`config.mk`:
```
export PLATFORM = sky130hd
export DESIGN_NAME = blink_seq
export DESIGN_NICKNAME = d
export VERILOG_FILES = /design/src/rtl/blink_pkg.sv /design/src/rtl/blink_tick.sv /design/src/rtl/rst_gen.sv /design/src/rtl/blink_seq.sv
export SDC_FILE = /design/constraint.sdc
export NUM_CORES = 1
export LEC_CHECK = 0
export ABC_CLOCK_PERIOD_IN_PS = 8930
export BUFFER_PORTS_ARGS = -buffer_cell sky130_fd_sc_hd__buf_4
export CAP_MARGIN = 15
export CORE_MARGIN = 4
export CORE_UTILIZATION = 55
export CTS_CLUSTER_DIAMETER = 150
export CTS_CLUSTER_SIZE = 14
export DETAILED_ROUTE_END_ITERATION = 8
export PLACE_DENSITY = 0.86
export SLEW_MARGIN = 30
export SYNTH_ARGS = -nofsm -noshare
export SYNTH_HDL_FRONTEND = slang
export SYNTH_SLANG_ARGS = --single-unit
```
`constraint.sdc`:
```
create_clock -name clk_i -period 8.93 [get_ports clk_i]
set_clock_uncertainty 0.15 [all_clocks]
set_input_delay 0.893 -clock clk_i [delete_from_list [all_inputs] [get_ports clk_i]]
set_output_delay 0.893 -clock clk_i [all_outputs]
set_load 0.02 [all_outputs]
```
`src/rtl/blink_pkg.sv`:
```
// -----------------------------------------------------------------------------
// blink_pkg
// Shared definitions for the status-LED pattern sequencer:
//   - FSM state encoding
//   - default parameter values
//   - tick divider and counter width helpers
//   - normalisation of the loaded length and step fields
// -----------------------------------------------------------------------------
package blink_pkg;

    typedef enum logic {
        ST_IDLE = 1'b0,
        ST_PLAY = 1'b1
    } state_e;

    localparam int unsigned DEF_CLK_HZ  = 25_000_000;
    localparam int unsigned DEF_TICK_HZ = 1000;
    localparam int unsigned DEF_PAT_W   = 16;
    localparam int unsigned DEF_DUR_W   = 12;
    localparam int unsigned DEF_REP_W   = 8;

    // Clock cycles per step tick. The caller guarantees an exact division
    // and a result of at least 2.
    function automatic int unsigned calc_div(input int unsigned clk_hz,
                                             input int unsigned tick_hz);
        return clk_hz / tick_hz;
    endfunction

    // Width of a counter that holds 0..n-1 (never narrower than one bit).
    function automatic int unsigned cnt_w(input int unsigned n);
        return (n > 1) ? $clog2(n) : 1;
    endfunction

    // A zero or oversized length plays the full pattern register.
    function automatic int unsigned norm_len(input int unsigned len,
                                             input int unsigned pat_w);
        return ((len == 0) || (len > pat_w)) ? pat_w : len;
    endfunction

    // A zero step duration would never end; treat it as one tick.
    function automatic int unsigned norm_step(input int unsigned step);
        return (step == 0) ? 1 : step;
    endfunction

endpackage

```
`src/rtl/blink_tick.sv`:
```
// -----------------------------------------------------------------------------
// blink_tick
// Prescaler producing a one-cycle tick every DIV enabled clock cycles.
// Ports:
//   clk_i   in   system clock
//   arst_i  in   asynchronous active-high reset
//   srst_i  in   synchronous active-high reset
//   clr_i   in   restart the count from 0 (wins over en_i)
//   en_i    in   count enable; the counter holds while low
//   tick_o  out  high for the cycle in which the count is DIV-1 and enabled
// -----------------------------------------------------------------------------
module blink_tick
    import blink_pkg::*;
#(
    parameter int unsigned DIV = 10
) (
    input  logic clk_i,
    input  logic arst_i,
    input  logic srst_i,
    input  logic clr_i,
    input  logic en_i,
    output logic tick_o
);

    localparam int unsigned     PRE_W = cnt_w(DIV);
    localparam logic [PRE_W-1:0] LAST = PRE_W'(DIV - 1);

    logic [PRE_W-1:0] cnt_q;
    logic [PRE_W-1:0] cnt_d;

    always_comb begin
        cnt_d = cnt_q;
        if (clr_i) begin
            cnt_d = '0;
        end else if (en_i) begin
            // Explicit wrap so a non power-of-two DIV counts 0..DIV-1.
            cnt_d = (cnt_q == LAST) ? '0 : cnt_q + PRE_W'(1);
        end
    end

    always_ff @(posedge clk_i or posedge arst_i) begin
        if (arst_i) begin
            cnt_q <= '0;
        end else if (srst_i) begin
            cnt_q <= '0;
        end else begin
            cnt_q <= cnt_d;
        end
    end

    assign tick_o = en_i && (cnt_q == LAST);

endmodule

```
`src/rtl/rst_gen.sv`:
```
// -----------------------------------------------------------------------------
// rst_gen
// Reset conditioner: asserts its output asynchronously with arst_i and
// releases it synchronously, STAGES clock edges after arst_i drops.
// Ports:
//   clk_i   in   system clock
//   arst_i  in   asynchronous active-high reset request
//   rst_o   out  reset, asynchronous assert / synchronous release
// STAGES must be at least 2.
// -----------------------------------------------------------------------------
module rst_gen #(
    parameter int unsigned STAGES = 2
) (
    input  logic clk_i,
    input  logic arst_i,
    output logic rst_o
);

    logic [STAGES-1:0] sync_q;
    logic [STAGES-1:0] sync_d;

    // Zeros shift in from the bottom; the top bit is the released reset.
    always_comb begin
        sync_d = {sync_q[STAGES-2:0], 1'b0};
    end

    always_ff @(posedge clk_i or posedge arst_i) begin
        if (arst_i) begin
            sync_q <= '1;
        end else begin
            sync_q <= sync_d;
        end
    end

    assign rst_o = sync_q[STAGES-1];

endmodule

```
`src/rtl/blink_seq.sv`:
```
// -----------------------------------------------------------------------------
// blink_seq
// Programmable status-LED sequencer. A pattern, step duration and repeat
// count are loaded over a valid/ready handshake while idle; the pattern is
// then played bit-serially (bit 0 first) on led_o, each bit lasting
// step*DIV clock cycles, for the requested number of passes (0 = forever).
// Ports:
//   clk_i          in   system clock
//   arst_i         in   asynchronous active-high reset (also drives rst_gen)
//   cfg_valid_i    in   configuration request
//   cfg_ready_o    out  high while idle and out of reset
//   cfg_pattern_i  in   LED level per step
//   cfg_len_i      in   steps per pass (0 or >PAT_W means PAT_W)
//   cfg_step_i     in   ticks per step (0 means 1)
//   cfg_repeat_i   in   passes to play (0 means until stop_i)
//   stop_i         in   abort playback
//   led_o          out  LED drive
//   busy_o         out  high while playing
//   done_o         out  one-cycle pulse after the final pass
// -----------------------------------------------------------------------------
module blink_seq
    import blink_pkg::*;
#(
    parameter int unsigned CLK_HZ  = DEF_CLK_HZ,
    parameter int unsigned TICK_HZ = DEF_TICK_HZ,
    parameter int unsigned PAT_W   = DEF_PAT_W,
    parameter int unsigned DUR_W   = DEF_DUR_W,
    parameter int unsigned REP_W   = DEF_REP_W
) (
    input  logic                  clk_i,
    input  logic                  arst_i,
    input  logic                  cfg_valid_i,
    output logic                  cfg_ready_o,
    input  logic [PAT_W-1:0]      cfg_pattern_i,
    input  logic [$clog2(PAT_W):0] cfg_len_i,
    input  logic [DUR_W-1:0]      cfg_step_i,
    input  logic [REP_W-1:0]      cfg_repeat_i,
    input  logic                  stop_i,
    output logic                  led_o,
    output logic                  busy_o,
    output logic                  done_o
);

    localparam int unsigned DIV   = calc_div(CLK_HZ, TICK_HZ);
    localparam int unsigned LEN_W = $clog2(PAT_W) + 1;
    localparam int unsigned IDX_W = cnt_w(PAT_W);

    logic rst_s;
    logic tick;
    logic hs;
    logic step_end;
    logic last_bit;

    state_e           state_q, state_d;
    logic [PAT_W-1:0] pat_q,   pat_d;
    logic [LEN_W-1:0] len_q,   len_d;
    logic [DUR_W-1:0] step_q,  step_d;
    // Remaining passes. Loaded with the repeat count; it stays 0 for the
    // endless mode because it is only decremented when non-zero.
    logic [REP_W-1:0] rem_q,   rem_d;
    logic [DUR_W-1:0] tcnt_q,  tcnt_d;
    logic [IDX_W-1:0] idx_q,   idx_d;
    logic             done_q,  done_d;

    rst_gen #(
        .STAGES (2)
    ) u_rst_gen (
        .clk_i  (clk_i),
        .arst_i (arst_i),
        .rst_o  (rst_s)
    );

    // The prescaler restarts on every accepted configuration and only runs
    // while playing, so the first step is exactly step*DIV cycles long.
    blink_tick #(
        .DIV (DIV)
    ) u_tick (
        .clk_i  (clk_i),
        .arst_i (arst_i),
        .srst_i (rst_s),
        .clr_i  (hs),
        .en_i   (state_q == ST_PLAY),
        .tick_o (tick)
    );

    assign hs       = cfg_valid_i && cfg_ready_o;
    assign step_end = (state_q == ST_PLAY) && tick && (tcnt_q == step_q - DUR_W'(1));
    assign last_bit = (idx_q == IDX_W'(len_q - LEN_W'(1)));

    // State register
    always_ff @(posedge clk_i or posedge arst_i) begin
        if (arst_i) begin
            state_q <= ST_IDLE;
            pat_q   <= '0;
            len_q   <= '0;
            step_q  <= '0;
            rem_q   <= '0;
            tcnt_q  <= '0;
            idx_q   <= '0;
            done_q  <= 1'b0;
        end else if (rst_s) begin
            state_q <= ST_IDLE;
            pat_q   <= '0;
            len_q   <= '0;
            step_q  <= '0;
            rem_q   <= '0;
            tcnt_q  <= '0;
            idx_q   <= '0;
            done_q  <= 1'b0;
        end else begin
            state_q <= state_d;
            pat_q   <= pat_d;
            len_q   <= len_d;
            step_q  <= step_d;
            rem_q   <= rem_d;
            tcnt_q  <= tcnt_d;
            idx_q   <= idx_d;
            done_q  <= done_d;
        end
    end

    // Next-state logic
    always_comb begin
        state_d = state_q;
        pat_d   = pat_q;
        len_d   = len_q;
        step_d  = step_q;
        rem_d   = rem_q;
        tcnt_d  = tcnt_q;
        idx_d   = idx_q;
        done_d  = 1'b0;

        case (state_q)
            ST_IDLE: begin
                // stop_i has no meaning here, so it cannot block a load.
                if (hs) begin
                    state_d = ST_PLAY;
                    pat_d   = cfg_pattern_i;
                    len_d   = LEN_W'(norm_len(32'(cfg_len_i), PAT_W));
                    step_d  = DUR_W'(norm_step(32'(cfg_step_i)));
                    rem_d   = cfg_repeat_i;
                    tcnt_d  = '0;
                    idx_d   = '0;
                end
            end

            ST_PLAY: begin
                // An abort takes priority over a coincident final pass end,
                // which is why it suppresses the done pulse.
                if (stop_i) begin
                    state_d = ST_IDLE;
                end else if (step_end) begin
                    tcnt_d = '0;
                    if (last_bit) begin
                        idx_d = '0;
                        if (rem_q != '0) begin
                            rem_d = rem_q - REP_W'(1);
                            if (rem_q == REP_W'(1)) begin
                                state_d = ST_IDLE;
                                done_d  = 1'b1;
                            end
                        end
                    end else begin
                        idx_d = idx_q + IDX_W'(1);
                    end
                end else if (tick) begin
                    tcnt_d = tcnt_q + DUR_W'(1);
                end
            end

            default: begin
                state_d = ST_IDLE;
            end
        endcase
    end

    // Output logic: everything is forced low while the reset is active so
    // the LED and handshake stay quiet until rst_gen releases.
    always_comb begin
        led_o       = 1'b0;
        busy_o      = 1'b0;
        cfg_ready_o = 1'b0;
        done_o      = done_q && !rst_s;
        if (!rst_s) begin
            case (state_q)
                ST_IDLE: cfg_ready_o = 1'b1;
                ST_PLAY: begin
                    busy_o = 1'b1;
                    led_o  = pat_q[idx_q];
                end
                default: begin
                    cfg_ready_o = 1'b0;
                end
            endcase
        end
    end

endmodule

```
==> impl_results.md <==
- Status: finished clean
- Max-slew violation count: 0
- Fin. Hold Viols: 0
- Mean Syn Cell Area: 8.94 um2
- Max Buffers Root-to-Sink: 2
- Port bufs: 48
- Synth Warn #: 0
- Startpoint types: flop
- Hold depth: 0
- Synth top area cells: dfrtp_1 (40%), nand2_1 (5.6%), o21ai_0 (5.3%)
- Crit-path max FO: 46
- Max Cap Viol: 0
- First-pass iteration count of the detailed router: 5
- Finish-stage setup viols: 0
- CP Class: reg2out
- Sw frac: 0.273
- Post-synthesis cell area: 4530 um2
- Die area: between 9000 and 10000 um2
- Top-count cell post-synth: dfrtp_1
- Critical Path End Type: output port
- Width of the die: 98.7 um
- Post-Route WL: 10200 um
- I/O Pins: 49
- Minimum clock period: 3.56 ns
- Slew HR: 0.406
- Post-route ant nets: 0
- Drt wl/cell: 15.7 um
- LEAKAGE: roughly 0.0022 uW
- RSZ-0062 raised after global routing: no
- Leading area contributor after synthesis: dfrtp_1
- Setup bufs post-CTS: 0
- CTS root buffer: clkbuf_8
- CTS resizes: 0
- All-Layer GR Usage: 0.220
- Asr flop ratio synth: 1.00
- Synth-to-layout area growth: 14.1%
- Synth Flop Type: dfrtp_1
- Setup WS pre-CTS: 5.51 ns
- Pwr Density: 155 nW/um2
- CTS H-tree depth: 3
- CTS tree: yes
- Post-synthesis cell type count: 62
- Final WS setup: 5.37 ns
- CTS sink count: 75
- Post-Syn Instances: slightly above 500
- Seq/Total Area, Yosys: 0.415
- FF-to-FF setup slack: 5.48 ns
- Power Internal: a little under 600 uW
- Required time of the critical path: 7.89 ns
- Initial antenna violation count: 0
- Clk_lat worst skew: 0.35 ns
- Row count: 32
- Grt ovf: 0
- Seq cells post-synth: 75
- Max Clock Freq: 0.281 GHz
- Hold Crit Class: reg2reg
- Clk pwr share: 0.368
- Setup TNS: 0 ns
- DRC viols: 0
- Net count after synthesis: approximately 560
- Sequential power share: 0.469
- Combinational share of power: 0.164
- Number of synthesized flops with an enable pin: 0
- Crit share post-route: 0.399
- Post-synth top area share: 0.404
- Initial core utilization: 0.577
- Commonest cells post-synth: dfrtp_1 (73), nand2_1 (67), o21ai_0 (48)
- Share of layout cells above drive strength 1: 0.159
- CP arrival: ~2.5 ns
- Vias in the first global route: 3796
- Least-Margin Pin Slew: 0.890 ns
- Slowest CP cell: dfstp_2
- Crit path cell chain: nand2b_1 -> inv_1 -> and2_1 -> buf_4
- Post-DR vias/cell: approximately 6
- Sw Pwr: 219 uW
- Die height: 98.7 um
- Starting DRT DRC Count: 262
- Routed vias: 3884
- Critical Path Max Stage Delay: 0.94 ns
- First-pass GRT wire length: 17700 um
- Worst R2R Path Depth: 7
- Ant. Diodes: 0
- HPWL Detailed: approximately 7300 um
- Core footprint: 7850 um2
- Peak supply drop: 0.116 mV
- Worst-path clk slew: 0.08 ns
- RD Place Congestion: 0.947
- TritonCTS Buffers: 9
- Net count, final: 594
- Hold buffers post-CTS: 0
- Pin count of the biggest net entering global routing: 76
## power by group through the flow
stage / sequential [uW] / clock (uW) / combinational [uW]
6_report: 376 / 295 / 132
5_1_grt: 379 / 315 / 148
4_1_cts: 375 / 300 / 131
3_5_place_dp: 382 / 0 / 130
3_3_place_gp: 381 / 0 / 126
2_1_floorplan: 373 / 0 / 96.4
## kinds of logic (layout without fill, tap and decap cells)
kind of cell / after synthesis / in the layout / synth area share
and+or+nand+nor: 231 / 231 / 0.276
AOI/OAI and AO/OA: 106 / 106 / 0.152
DFF: 75 / 75 / 0.415
buffers and inverters: 43 / 83 / 0.0362
xor gates and xnor gates: 34 / 34 / 0.0658
adders and majority gates: 8 / 8 / 0.0221
muxes: 8 / 8 / 0.0318
other: 1 / 1 / 0.000829
## cells in the final DEF (no fill, tap or decap), drive strengths merged, types with 3 or more instances in the layout
master / count
o41ai: 3
nor2: 34
or4: 9
nor3b: 3
or3: 4
o21ai: 50
a21oi: 8
a211o: 4
nor3: 12
nand3b: 4
dfrtp: 73
nand2: 67
nand4: 10
and2: 6
nor4b: 3
or4b: 4
a31oi: 6
o31ai: 13
nor4: 7
ha: 8
nand4b: 3
nand3: 20
xor2: 11
nand2b: 30
and3: 8
inv: 17
buf: 50
clkbuf: 12
nor2b: 4
mux4: 5
a211oi: 3
xnor2: 23
## worst paths after layout
path	from	to
min reg2reg	u_rst_gen.sync_q[0]	u_rst_gen.sync_q[1]
min in group asynchronous	arst_i	step_q[10]
min	u_rst_gen.sync_q[0]	u_rst_gen.sync_q[1]
max reg2reg	u_tick.cnt_q[10]	tcnt_q[10]
max	u_rst_gen.sync_q[1]	led_o
max in group asynchronous	arst_i	rem_q[5]
## sequential cells by signal (all words and copies together), names as in the netlist
signal            cells
u_tick.cnt_q         15
pat_q                16
state_q               1
rem_q                 8
tcnt_q               12
idx_q                 4
len_q                 4
u_rst_gen.sync_q      2
done_q                1
step_q               12
## metal layers
layer	GRT usage	wire length, um
met1	0.295	4560
met2	0.365	5070
met3	0.0304	360
met4	0.0819	207
met5	0	0
## critical path: cells and delay by family, from the launching register on
kind                   cells  cell delay [ns]
AND/OR/NAND/NOR            2             0.70
flip-flops                 1             0.94
buffers and inverters      2             0.51
## stage by stage
step	utilization	instance area, um2	hold slack (ns)	power (uW)	cells
5_1_grt	0.658	5160	0.220	841	648
4_1_cts	0.657	5160	0.212	807	648
3_5_place_dp	0.628	4930	0.198	512	632
2_1_floorplan	-	4530	0.195	469	506
6_report	0.658	5160	0.209	802	648
3_3_place_gp	0.628	4930	0.196	507	632
## area by class of cell
class,instances,area (um2)
fillers,641,2690
multi-input cells,388,2480
flip-flops and latches,75,1880
repair buffers,50,379
clock buffers,12,155
well taps,102,128
clock inverters,4,72.6
inverters,17,63.8
Note: power is estimated with default switching activity, not from simulation.
